<file path="src/rtl/uart_axil_arbiter.sv">
// uart_axil_arbiter: two-master AXI4-Lite arbiter in front of the single UART
// register slave. The read and write channels are arbitrated independently.
// Each grant lasts from address acceptance through the response handshake.
// Optional build macro: UART_ARB_FIXED_PRIO_EN. When it is defined, m0 always
// wins a tie. When it is undefined (the default), ties are broken round-robin.
`timescale 1ns/1ps
module uart_axil_arbiter #(
  parameter int ADDR_W = 32,
  parameter int DATA_W = 32
) (
  input  logic              clk,
  input  logic              rst,
  // master 0
  input  logic [ADDR_W-1:0] m0_axi_awaddr,
  input  logic              m0_axi_awvalid,
  output logic              m0_axi_awready,
  input  logic [DATA_W-1:0] m0_axi_wdata,
  input  logic [3:0]        m0_axi_wstrb,
  input  logic              m0_axi_wvalid,
  output logic              m0_axi_wready,
  output logic [1:0]        m0_axi_bresp,
  output logic              m0_axi_bvalid,
  input  logic              m0_axi_bready,
  input  logic [ADDR_W-1:0] m0_axi_araddr,
  input  logic              m0_axi_arvalid,
  output logic              m0_axi_arready,
  output logic [DATA_W-1:0] m0_axi_ardata,
  output logic [1:0]        m0_axi_rresp,
  output logic              m0_axi_rvalid,
  input  logic              m0_axi_rready,
  // master 1
  input  logic [ADDR_W-1:0] m1_axi_awaddr,
  input  logic              m1_axi_awvalid,
  output logic              m1_axi_awready,
  input  logic [DATA_W-1:0] m1_axi_wdata,
  input  logic [3:0]        m1_axi_wstrb,
  input  logic              m1_axi_wvalid,
  output logic              m1_axi_wready,
  output logic [1:0]        m1_axi_bresp,
  output logic              m1_axi_bvalid,
  input  logic              m1_axi_bready,
  input  logic [ADDR_W-1:0] m1_axi_araddr,
  input  logic              m1_axi_arvalid,
  output logic              m1_axi_arready,
  output logic [DATA_W-1:0] m1_axi_ardata,
  output logic [1:0]        m1_axi_rresp,
  output logic              m1_axi_rvalid,
  input  logic              m1_axi_rready,
  // slave (UART)
  output logic [ADDR_W-1:0] s_axi_awaddr,
  output logic              s_axi_awvalid,
  input  logic              s_axi_awready,
  output logic [DATA_W-1:0] s_axi_wdata,
  output logic [3:0]        s_axi_wstrb,
  output logic              s_axi_wvalid,
  input  logic              s_axi_wready,
  input  logic [1:0]        s_axi_bresp,
  input  logic              s_axi_bvalid,
  output logic              s_axi_bready,
  output logic [ADDR_W-1:0] s_axi_araddr,
  output logic              s_axi_arvalid,
  input  logic              s_axi_arready,
  input  logic [DATA_W-1:0] s_axi_ardata,
  input  logic [1:0]        s_axi_rresp,
  input  logic              s_axi_rvalid,
  output logic              s_axi_rready,
  // current owners, one-hot, 00 = idle
  output logic [1:0]        wr_grant,
  output logic [1:0]        rd_grant
);

  typedef enum logic [1:0] {IDLE = 2'd0, GRANT0 = 2'd1, GRANT1 = 2'd2} arb_state_e;

  arb_state_e wr_state_q, wr_state_d;
  arb_state_e rd_state_q, rd_state_d;
  logic       wr_pick1, rd_pick1;

`ifdef UART_ARB_FIXED_PRIO_EN
  // m1 is picked only when m0 is silent
  assign wr_pick1 = m1_axi_awvalid && !m0_axi_awvalid;
  assign rd_pick1 = m1_axi_arvalid && !m0_axi_arvalid;
`else
  // *_last_q = 1 means m1 was granted last, so m0 is preferred on a tie
  logic wr_last_q, wr_last_d;
  logic rd_last_q, rd_last_d;
  assign wr_pick1 = m1_axi_awvalid && (!m0_axi_awvalid || !wr_last_q);
  assign rd_pick1 = m1_axi_arvalid && (!m0_axi_arvalid || !rd_last_q);
`endif

  // State registers for both arbiters; asynchronous reset drops them to IDLE
  always_ff @(posedge clk or posedge rst) begin
    if (rst) begin
      wr_state_q <= IDLE;
      rd_state_q <= IDLE;
`ifndef UART_ARB_FIXED_PRIO_EN
      wr_last_q  <= 1'b1;
      rd_last_q  <= 1'b1;
`endif
    end else begin
      wr_state_q <= wr_state_d;
      rd_state_q <= rd_state_d;
`ifndef UART_ARB_FIXED_PRIO_EN
      wr_last_q  <= wr_last_d;
      rd_last_q  <= rd_last_d;
`endif
    end
  end

  // Write arbiter next state: grant on AW request, release on the owner's B handshake
  always_comb begin
    wr_state_d = wr_state_q;
`ifndef UART_ARB_FIXED_PRIO_EN
    wr_last_d  = wr_last_q;
`endif
    case (wr_state_q)
      IDLE: begin
        if (m0_axi_awvalid || m1_axi_awvalid) begin
          wr_state_d = wr_pick1 ? GRANT1 : GRANT0;
`ifndef UART_ARB_FIXED_PRIO_EN
          wr_last_d  = wr_pick1;
`endif
        end
      end
      GRANT0:  if (s_axi_bvalid && m0_axi_bready) wr_state_d = IDLE;
      GRANT1:  if (s_axi_bvalid && m1_axi_bready) wr_state_d = IDLE;
      default: wr_state_d = IDLE;
    endcase
  end

  // Read arbiter next state: grant on AR request, release on the owner's R handshake
  always_comb begin
    rd_state_d = rd_state_q;
`ifndef UART_ARB_FIXED_PRIO_EN
    rd_last_d  = rd_last_q;
`endif
    case (rd_state_q)
      IDLE: begin
        if (m0_axi_arvalid || m1_axi_arvalid) begin
          rd_state_d = rd_pick1 ? GRANT1 : GRANT0;
`ifndef UART_ARB_FIXED_PRIO_EN
          rd_last_d  = rd_pick1;
`endif
        end
      end
      GRANT0:  if (s_axi_rvalid && m0_axi_rready) rd_state_d = IDLE;
      GRANT1:  if (s_axi_rvalid && m1_axi_rready) rd_state_d = IDLE;
      default: rd_state_d = IDLE;
    endcase
  end

  assign wr_grant = {wr_state_q == GRANT1, wr_state_q == GRANT0};
  assign rd_grant = {rd_state_q == GRANT1, rd_state_q == GRANT0};

  // Write path: the owner's request drives the slave, and slave replies go only to the owner
  assign s_axi_awaddr   = wr_grant[0] ? m0_axi_awaddr  : wr_grant[1] ? m1_axi_awaddr  : '0;
  assign s_axi_awvalid  = wr_grant[0] ? m0_axi_awvalid : wr_grant[1] ? m1_axi_awvalid : 1'b0;
  assign s_axi_wdata    = wr_grant[0] ? m0_axi_wdata   : wr_grant[1] ? m1_axi_wdata   : '0;
  assign s_axi_wstrb    = wr_grant[0] ? m0_axi_wstrb   : wr_grant[1] ? m1_axi_wstrb   : 4'b0;
  assign s_axi_wvalid   = wr_grant[0] ? m0_axi_wvalid  : wr_grant[1] ? m1_axi_wvalid  : 1'b0;
  assign s_axi_bready   = wr_grant[0] ? m0_axi_bready  : wr_grant[1] ? m1_axi_bready  : 1'b0;
  assign m0_axi_awready = wr_grant[0] & s_axi_awready;
  assign m1_axi_awready = wr_grant[1] & s_axi_awready;
  assign m0_axi_wready  = wr_grant[0] & s_axi_wready;
  assign m1_axi_wready  = wr_grant[1] & s_axi_wready;
  assign m0_axi_bvalid  = wr_grant[0] & s_axi_bvalid;
  assign m1_axi_bvalid  = wr_grant[1] & s_axi_bvalid;
  assign m0_axi_bresp   = wr_grant[0] ? s_axi_bresp : 2'b00;
  assign m1_axi_bresp   = wr_grant[1] ? s_axi_bresp : 2'b00;

  // Read path: same ownership steering as the write path
  assign s_axi_araddr   = rd_grant[0] ? m0_axi_araddr  : rd_grant[1] ? m1_axi_araddr  : '0;
  assign s_axi_arvalid  = rd_grant[0] ? m0_axi_arvalid : rd_grant[1] ? m1_axi_arvalid : 1'b0;
  assign s_axi_rready   = rd_grant[0] ? m0_axi_rready  : rd_grant[1] ? m1_axi_rready  : 1'b0;
  assign m0_axi_arready = rd_grant[0] & s_axi_arready;
  assign m1_axi_arready = rd_grant[1] & s_axi_arready;
  assign m0_axi_rvalid  = rd_grant[0] & s_axi_rvalid;
  assign m1_axi_rvalid  = rd_grant[1] & s_axi_rvalid;
  assign m0_axi_ardata  = rd_grant[0] ? s_axi_ardata : '0;
  assign m1_axi_ardata  = rd_grant[1] ? s_axi_ardata : '0;
  assign m0_axi_rresp   = rd_grant[0] ? s_axi_rresp : 2'b00;
  assign m1_axi_rresp   = rd_grant[1] ? s_axi_rresp : 2'b00;

endmodule

</file>
<file path="config.mk">
export PLATFORM = sky130hd
export DESIGN_NAME = uart_axil_arbiter
export DESIGN_NICKNAME = d
export VERILOG_FILES = /design/src/rtl/uart_axil_arbiter.sv
export SDC_FILE = /design/constraint.sdc
export NUM_CORES = 1
export LEC_CHECK = 0
export BUFFER_PORTS_ARGS = -buffer_cell sky130_fd_sc_hd__buf_2
export CORE_AREA = 2 2 173 175
export CTS_CLUSTER_SIZE = 40
export DETAILED_ROUTE_END_ITERATION = 16
export DIE_AREA = 0 0 175 177
export GPL_ROUTABILITY_DRIVEN = 0
export HOLD_SLACK_MARGIN = 0.06
export SLEW_MARGIN = 20
export SYNTH_ARGS = -nofsm -noshare
export SYNTH_HDL_FRONTEND = slang
export SYNTH_SLANG_ARGS = --single-unit
</file>
<file path="constraint.sdc">
create_clock -name clk -period 1.2 [get_ports clk]
set_input_delay 0.24 -clock clk [delete_from_list [all_inputs] [get_ports clk]]
set_output_delay 0.24 -clock clk [all_outputs]
set_load 0.1 [all_outputs]
</file>
## Yosys cells after proc, flatten, opt, wreduce, memory -nomap -nowiden

Cells that the tools add are included.

| cells by class | value |
|---|---|
| bitwise logic cells | 10 |
| reduce and logical (&&, ||, !) cells | 20 |
| muxes and demuxes | 34 |
| eq/ne operators | 10 |

Operator list:

| kind | number |
|---|---|
| $mux W32 | 8 |
| $mux W2 | 12 |
| $pmux W2 S3 | 2 |
| $and A1 B1 Y1 | 10 |
| $mux W1 | 10 |
| $mux W4 | 2 |
| $ne A2 B1 Y1 const B | 4 |
| $logic_and A1 B1 Y1 | 6 |
| $reduce_and A3 Y1 | 2 |
| $eq A2 B1 Y1 const B | 2 |
| $eq A2 B2 Y1 const B | 2 |
| $logic_not A1 Y1 | 4 |
| $logic_not A2 Y1 | 2 |
| $logic_or A1 B1 Y1 | 4 |
| $ne A2 B2 Y1 const B | 2 |
| $reduce_and A2 Y1 | 2 |

| storage, ports and cells | value |
|---|---|
| input bits | 253 |
| logic and storage cells | 78 |
| output and inout port bits | 191 |
| flip-flop bits (word level) | 6 |

## Depth between registers and ports, before layout

Gate-level depths: netlist of the first run.

| logic depth | value |
|---|---|
| depth after elaboration | 6 |
| mapped depth | 5 |
| depth with buffers taken out | 3 |

## Worst setup path after synthesis of the first run

No wires, ideal clock.

| path | value |
|---|---|
| kind | reg-to-output |
| start | register rd_state_q[1] |
| end | output port m1_axi_ardata[21] |
| data arrival time | 1.990 ns |
| path buffers | 2 |
| slack | -1.030 ns |
| required time | 0.960 ns |
| cell stages (with the launch flop) | 5 |
| path through | dfrtp_1 > nor2b_1 > buf_2 > buf_2 > and2_1 |

| between the ends | value |
|---|---|
| longest elaborated chain between the ends | 2 |

RTL lines:

| what | line | text |
|---|---|---|
| from (decl) | 75 | `arb_state_e rd_state_q, rd_state_d;` |
| from (signal assigned) | 101 | `rd_state_q <= rd_state_d;` |
| $eq A2 B2 Y1 | 152 | `assign rd_grant = {rd_state_q == GRANT1, rd_state_q == GRANT0};` |
| net rd_grant[1] | 69 | `output logic [1:0] rd_grant` |
| $mux W32 | 179 | `assign m1_axi_ardata = rd_grant[1] ? s_axi_ardata : '0;` |
| to (decl) | 45 | `output logic [DATA_W-1:0] m1_axi_ardata,` |

The timed path passes the listed nets, and every way through them passes these cells.

## Worst setup path in the final report of the first run

| path | value |
|---|---|
| start | register rd_state_q[1] |
| end | output port s_axi_araddr[23] |

| between the ends | value |
|---|---|
| longest elaborated chain between the ends | 3 |
| elaborated cells between the ends (all ways) | 4 |
| those cells by class | eq/ne: 2; mux: 2 |

RTL lines:

| what | line | text |
|---|---|---|
| $eq A2 B2 Y1 | 152 |  |
| $mux W32 | 171 | `assign s_axi_araddr = rd_grant[0] ? m0_axi_araddr : rd_grant[1] ? m1_axi_araddr : '0;` |
| $mux W32 * | 171 |  |
| to (decl) | 60 | `output logic [ADDR_W-1:0] s_axi_araddr,` |

Every way passes the cells marked *; elsewhere a longest branch is shown, timed or not.

==> results of run 1 <==
## stage by stage
| step | util [%] | hold slack [ns] | setup TNS [ns] | worst slack (ns) | cell area (um^2) |
|---|---|---|---|---|---|
| 2_1_floorplan | - | 0.02951 | -55.27 | -0.3991 | 2953 |
| 4_1_cts | 30.27 | 0.2286 | -105.54 | -0.6002 | 8851 |
| 5_1_grt | 32.85 | 0.2386 | -114.61 | -0.6558 | 9605 |
| 3_3_place_gp | 29.18 | 0.2393 | -54.02 | -0.3277 | 8533 |
| 3_5_place_dp | 29.18 | 0.2450 | -57.53 | -0.3475 | 8533 |
| 6_report | 32.85 | 0.2386 | -103.99 | -0.5865 | 9605 |
## synthesized netlist by cell type
cell type	number	area share, %
o32a_1	2	1.0
and2_1	82	26
a22o_1	105	47
dfrtp_1	4	5.1
nand2_1	2	0.38
nor2b_1	7	2.2
a21oi_1	4	1.0
inv_1	1	0.19
dfstp_2	2	2.7
and2b_4	1	0.51
buf_6	9	5.2
nand2b_1	2	0.64
buf_2	24	6.1
a311oi_1	4	1.8
## worst max-delay path: stages, from the launching register on
cell and delay, ns:
dfrtp_1 0.42, nor2b_4 0.16, buf_6 0.13, clkbuf_16 0.17, a22o_4 0.27, buf_12 0.16
## final cells by class
class / instances / area, um^2
Clock buffer: 3 / 75.07
Fill cell: 2849 / 19640
Inverter: 1 / 3.754
Sequential cell: 6 / 153.9
Timing Repair Buffer: 507 / 6151
Multi-Input combinational cell: 210 / 2734
Tap cell: 390 / 488.0
## cells by family after synthesis
family / Yosys count / share of synthesized area (%)
AND/OR/NAND/NOR: 94 / 29.95
AO/OA/AOI/OAI: 115 / 50.77
buffers and inverters: 34 / 11.49
flip-flops: 6 / 7.791
## worst max path at each step
stage	cells after the start	from	to	slack, ns
6_report	5	rd_state_q[1]$_DFFE_PP0P_	s_axi_araddr[23]	-0.59
5_1_grt	6	rd_state_q[0]$_DFFE_PP0P_	m1_axi_ardata[6]	-0.66
3_3_place_gp	4	wr_state_q[0]$_DFFE_PP0P_	s_axi_wstrb[3]	-0.33
2_1_floorplan	4	wr_state_q[0]$_DFFE_PP0P_	m1_axi_awready	-0.40
3_5_place_dp	4	wr_state_q[0]$_DFFE_PP0P_	s_axi_wstrb[3]	-0.35
4_1_cts	6	rd_state_q[0]$_DFFE_PP0P_	m1_axi_ardata[29]	-0.60
## registers in the layout, summed over array words and instances, names as in the netlist
| register | cells |
|---|---|
| rd_last_q | 1 |
| rd_state_q | 2 |
| wr_last_q | 1 |
| wr_state_q | 2 |
## timing repair
action,CTS,global route
gates resized for setup,16,56
pin swaps,3,29
gates cloned,4,20
buffers inserted,7,6
endpoints found under the hold margin,4,0
setup endpoints to repair,191,192
hold buffers,1,0
## layer usage
layer  routed length [um]  share of wire [%]  GRT usage [%]
met5                   18              0.091              0
met1                 6958                 35          11.09
met3                 1547                7.8          2.771
met4                  167               0.85         0.9028
met2                11050                 56          19.91
==> metrics.md, run 1 <==
| Metric | Value |
|---|---|
| R2r endpoint | wr_last_q$_DFFE_PP1P_ |
| CP startpoint kind | register |
| DIE AREA | approximately 31000 um^2 |
| Via count | 4149 |
| Port Buffers | between 400 and 500 |
| First-pass GRT wire length | between 20 and 25 mm |
| Final setup vio count | ~190 |
| Initial antenna violation count | 1 |
| # DRC | 0 |
| Die Y | about 180 um |
| Inserted Diodes | 0 |
| Max-cap violation count | 0 |
| Post-Synthesis Cells | around 250 |
| Fmax | 0.5597 GHz |
| Core ar. | 29240 um^2 |
| Count of final max-slew check failures | 0 |
| Commonest non-fill, non-tap cell in the layout | buf_2 |
| Tightest Pin Transition | between 0.3 and 0.4 ns |
| Clock latency on the worst-skew pair | 0.23 ns |
| Final #Nets | slightly below 1000 |
| Setup ws final | -0.5865 ns |
| Initial DRC Count | 50 |
| Failing checks | setup timing |
| GRT Residual Overflow | 0 |
| Avg Cell Area, Syn | between 7 and 8 um^2 |
| Share of layout cells above drive strength 1 | 97.39% |
| Cell Area, Synth | 1959 um^2 |
| Total CTS buffers | 3 |
| Syn nets | between 500 and 600 |
| Dpl hpwl | 14.98 mm |
| Hold Crit Depth | 2 |
| Dpl cells | about 1100 |
| Largest net degree at the start of global routing | 32 |
| Final non-filler cell total | 1117 |
| Starting Density | ~6.7% |
| Routed wire length | 19.74 mm |
| Hold Crit Endpoint | rd_state_q[1]$_DFFE_PP0P_ |
| Die W | between 150 and 200 um |
| Reg2reg path depth | 5 |
| RSZ-0062 raised after global routing | yes |
| P&R area growth vs syn | 390.2% |
| Yosys cell types | 14 |
| Routed Antenna Nets | 0 |
| Worst hold start | m1_axi_rready |
| Sequential area share after synthesis | under 10% |
| WP data arrival | 1.55 ns |
| Register bit total from synthesis | 6 |
| Htree depth | 1 |
| Period Utilization, post-route | 148.9% |
| CTS tree | done |
| Drt pass-1 iters | 4 |
| Reg-to-Reg Start | wr_state_q[0]$_DFFE_PP0P_ |
| Slew HR | about 74% |
| R2R setup slack | ~0.05 ns |
| # clock sinks | 6 |
| DR WL/cell | between 15 and 20 um |
| Drt via density | approximately 3.7 |
| Status | complete, but fails checks |
| Most frequent cells in the layout | buf_2, buf_12, a22o_4, and2_4, clkbuf_16 |
| Clock-pin slew on the worst setup and hold paths | about 0.04 ns |
| Kind of critical path | reg2out |
| CTS Root Cell | clkbuf_16 |
| Max FO, Critical Path | 7 |
| Global-route usage over all layers | between 10 and 15% |
| Min Tclk post-route | 1.787 ns |
| # rows | 63 |
| CTS Buffer Depth | 2 |
| Worst Setup End Kind | output pin |
| Hold Path Class | in2reg |
| Yosys warning count | 0 |
| Vias in the first global route | roughly 4200 |
| Worst endpoint required time | approximately 0.96 ns |
| Clock Skews | 0.0003241 ns |
| Io pins | around 440 |
| Final Hold Vio Count | 0 |
Power of run 1 is left out: the tool's default activity adds up to more than one toggle a clock period on the data nets, which glitch-free logic cannot reach.
==> run 2: changes to the inputs <==
Settings changed: PLACE_DENSITY set to 0.44.
==> run 2 against run 1 <==
The flow still finishes with violations (setup timing); largest cell class unchanged; non-clock buffer count decreased by 15; critical path type unchanged; die area unchanged; worst setup slack improved by 0.0012 ns; cell count decreased by 1.3%; register-to-register slack improved by 0.03 ns; via count decreased by 3.6%; design area decreased by 4.1%; hold slack got worse by 0.0063 ns; fmax about the same; first-iteration DRC count increased by 80%; clock skew about the same.
==> metrics.md, run 2 (same netlist as run 1, synthesis figures left out) <==
| Metric | Value |
|---|---|
| Failing checks | setup timing |
| Fmax | 0.5601 GHz (about the same) |
| RSZ-0062 raised after global routing | yes |
| Die W | 175 um (unchanged) |
| Most frequent cells in the layout | buf_2, buf_12, and2_4, a22o_4, a22o_2 |
| Top flop regs | rd_state_q x2, wr_state_q x2 |
| WP data arrival | 1.55 ns (about the same) |
| Via count | 3999 (-3.6%) |
| # rows | 63 (unchanged) |
| Clock latency on the worst-skew pair | 0.23 ns (about the same) |
| First-pass GRT wire length | 26.77 mm (+9.8%) |
| Dpl hpwl | 15.81 mm (+5.5%) |
| Final Hold Vio Count | 0 (unchanged) |
| Die Y | 177 um (unchanged) |
| CP startpoint kind | register |
| Max-cap violation count | 0 (unchanged) |
| DR WL/cell | 17.92 um (+1.4%) |
| Status | complete, but fails checks |
| # DRC | 0 (unchanged) |
| Max FO, Critical Path | 26 (+19) |
| GRT Residual Overflow | 0 (unchanged) |
| Final #Nets | 966 (-1.6%) |
| Setup ws final | -0.5853 ns (+0.001196 ns) |
| Hold Path Class | in2reg |
| Worst hold start | m0_axi_bready |
| DIE AREA | 30980 um^2 (unchanged) |
| P&R area growth vs syn | 370.3% |
| Final setup vio count | 191 (unchanged) |
| Kind of critical path | reg2out |
| Reg2reg path depth | 4 (-1) |
| CTS Root Cell | clkbuf_16 |
| CTS tree | done |
| Largest net degree at the start of global routing | 28 (-13%) |
| Commonest non-fill, non-tap cell in the layout | buf_2 |
| Final non-filler cell total | 1103 (-1.3%) |
| Count of final max-slew check failures | 0 (unchanged) |
| Vias in the first global route | 4221 (+0.74%) |
| Worst Setup End Kind | output pin |
| Io pins | 444 (unchanged) |
| Routed Antenna Nets | 0 (unchanged) |
| CP Launch Point | wr_state_q[0]$_DFFE_PP0P_ |
| Clock-pin slew on the worst setup and hold paths | 0.04 ns (about the same) |
| Worst endpoint required time | 0.96 ns (about the same) |
| Total CTS buffers | 3 (unchanged) |
| CTS Buffer Depth | 2 (unchanged) |
| Core ar. | 29240 um^2 (unchanged) |
| Htree depth | 1 (unchanged) |
| Share of layout cells above drive strength 1 | 96.77% (-0.62 points) |
| R2R setup slack | 0.08 ns (+0.03 ns) |
| Slew HR | 79.01% (+5.2 points) |
| Global-route usage over all layers | 11.39% (+1.3 points) |
| Period Utilization, post-route | 148.8% (about the same) |
| Min Tclk post-route | 1.785 ns (-0.001196 ns) |
| Pre-CTS setup slack | -0.3865 ns (-0.03898 ns) |
| Reg-to-Reg Start | rd_state_q[0]$_DFFE_PP0P_ |
| WHS | 0.2324 ns (-0.006258 ns) |
| Routed wire length | 19.76 mm (+0.11%) |
| Dpl cells | 1070 (-0.65%) |
| Hold Crit Depth | 2 (unchanged) |
| Clock Skews | 0.0001610 ns (-0.0001631 ns) |
| # clock sinks | 6 (unchanged) |
| Starting Density | 6.700% (unchanged) |
| Tightest Pin Transition | 0.3145 ns (-0.07826 ns) |
| Drt via density | 3.626 (-2.4%) |
| Port Buffers | 443 (unchanged) |
| Initial antenna violation count | 4 (+3) |
| Initial DRC Count | 90 (+80%) |
| Drt pass-1 iters | 4 (unchanged) |
-- run 2: cell count changes in the layout (fill, tap and decap cells not counted), sizes merged --
cell	before	now
diode	0	2
and2b	2	1
clkbuf	17	10
buf	492	484
-- run 2: layer usage --
metal	up-vias	share of wire [%]	GRT usage, %
met5	-	0.16	0
met4	4	0.78	1.215
met3	10	9.0	3.308
met2	268	54	22.41
met1	1834	36	12.30
li1	1883	-	-
-- run 2: worst paths after layout --
kind,end
max,s_axi_wdata[29]
min,wr_state_q[0]$_DFFE_PP0P_
max reg2reg,rd_last_q$_DFFE_PP1P_
min reg2reg,wr_last_q$_DFFE_PP1P_
max in group asynchronous,rd_last_q$_DFFE_PP1P_
min in group asynchronous,wr_state_q[1]$_DFFE_PP0P_
-- run 2: layout make-up --
class                      instances  area (um^2)
multi-input combinational        209         2549
tap                              390        488.0
fill                            2922        20030
sequential                         6        152.6
timing repair buffer             492         5942
antenna                            2        5.005
clock buffer                       3        75.07
inverter                           1        3.754
-- run 2: worst max-delay path: stages (launching register included) --
cell and delay (ns):
dfrtp_1 0.38, and2b_4 0.33, buf_12 0.22, a22o_4 0.19
buf_12 0.17
-- run 2: what timing repair did --
item                                    4_1_cts  5_1_grt
resized for setup                            37       21
endpoints found under the hold margin         4        0
setup buffers                                12        5
cloned                                        9       10
pin swaps                                     8       22
hold buffers                                  1        0
endpoints found under the setup margin      191      191
-- run 2: metrics by stage --
step	cell area, um^2	util, %	TNS, ns
after floorplan	2953	-	-55.27
after global placement	8431	28.83	-55.37
after detailed placement	8431	28.83	-58.62
after CTS	8987	30.73	-105.18
after global routing	9210	31.49	-115.35
final	9215	31.51	-102.60
Power of run 2 is left out for the same reason.
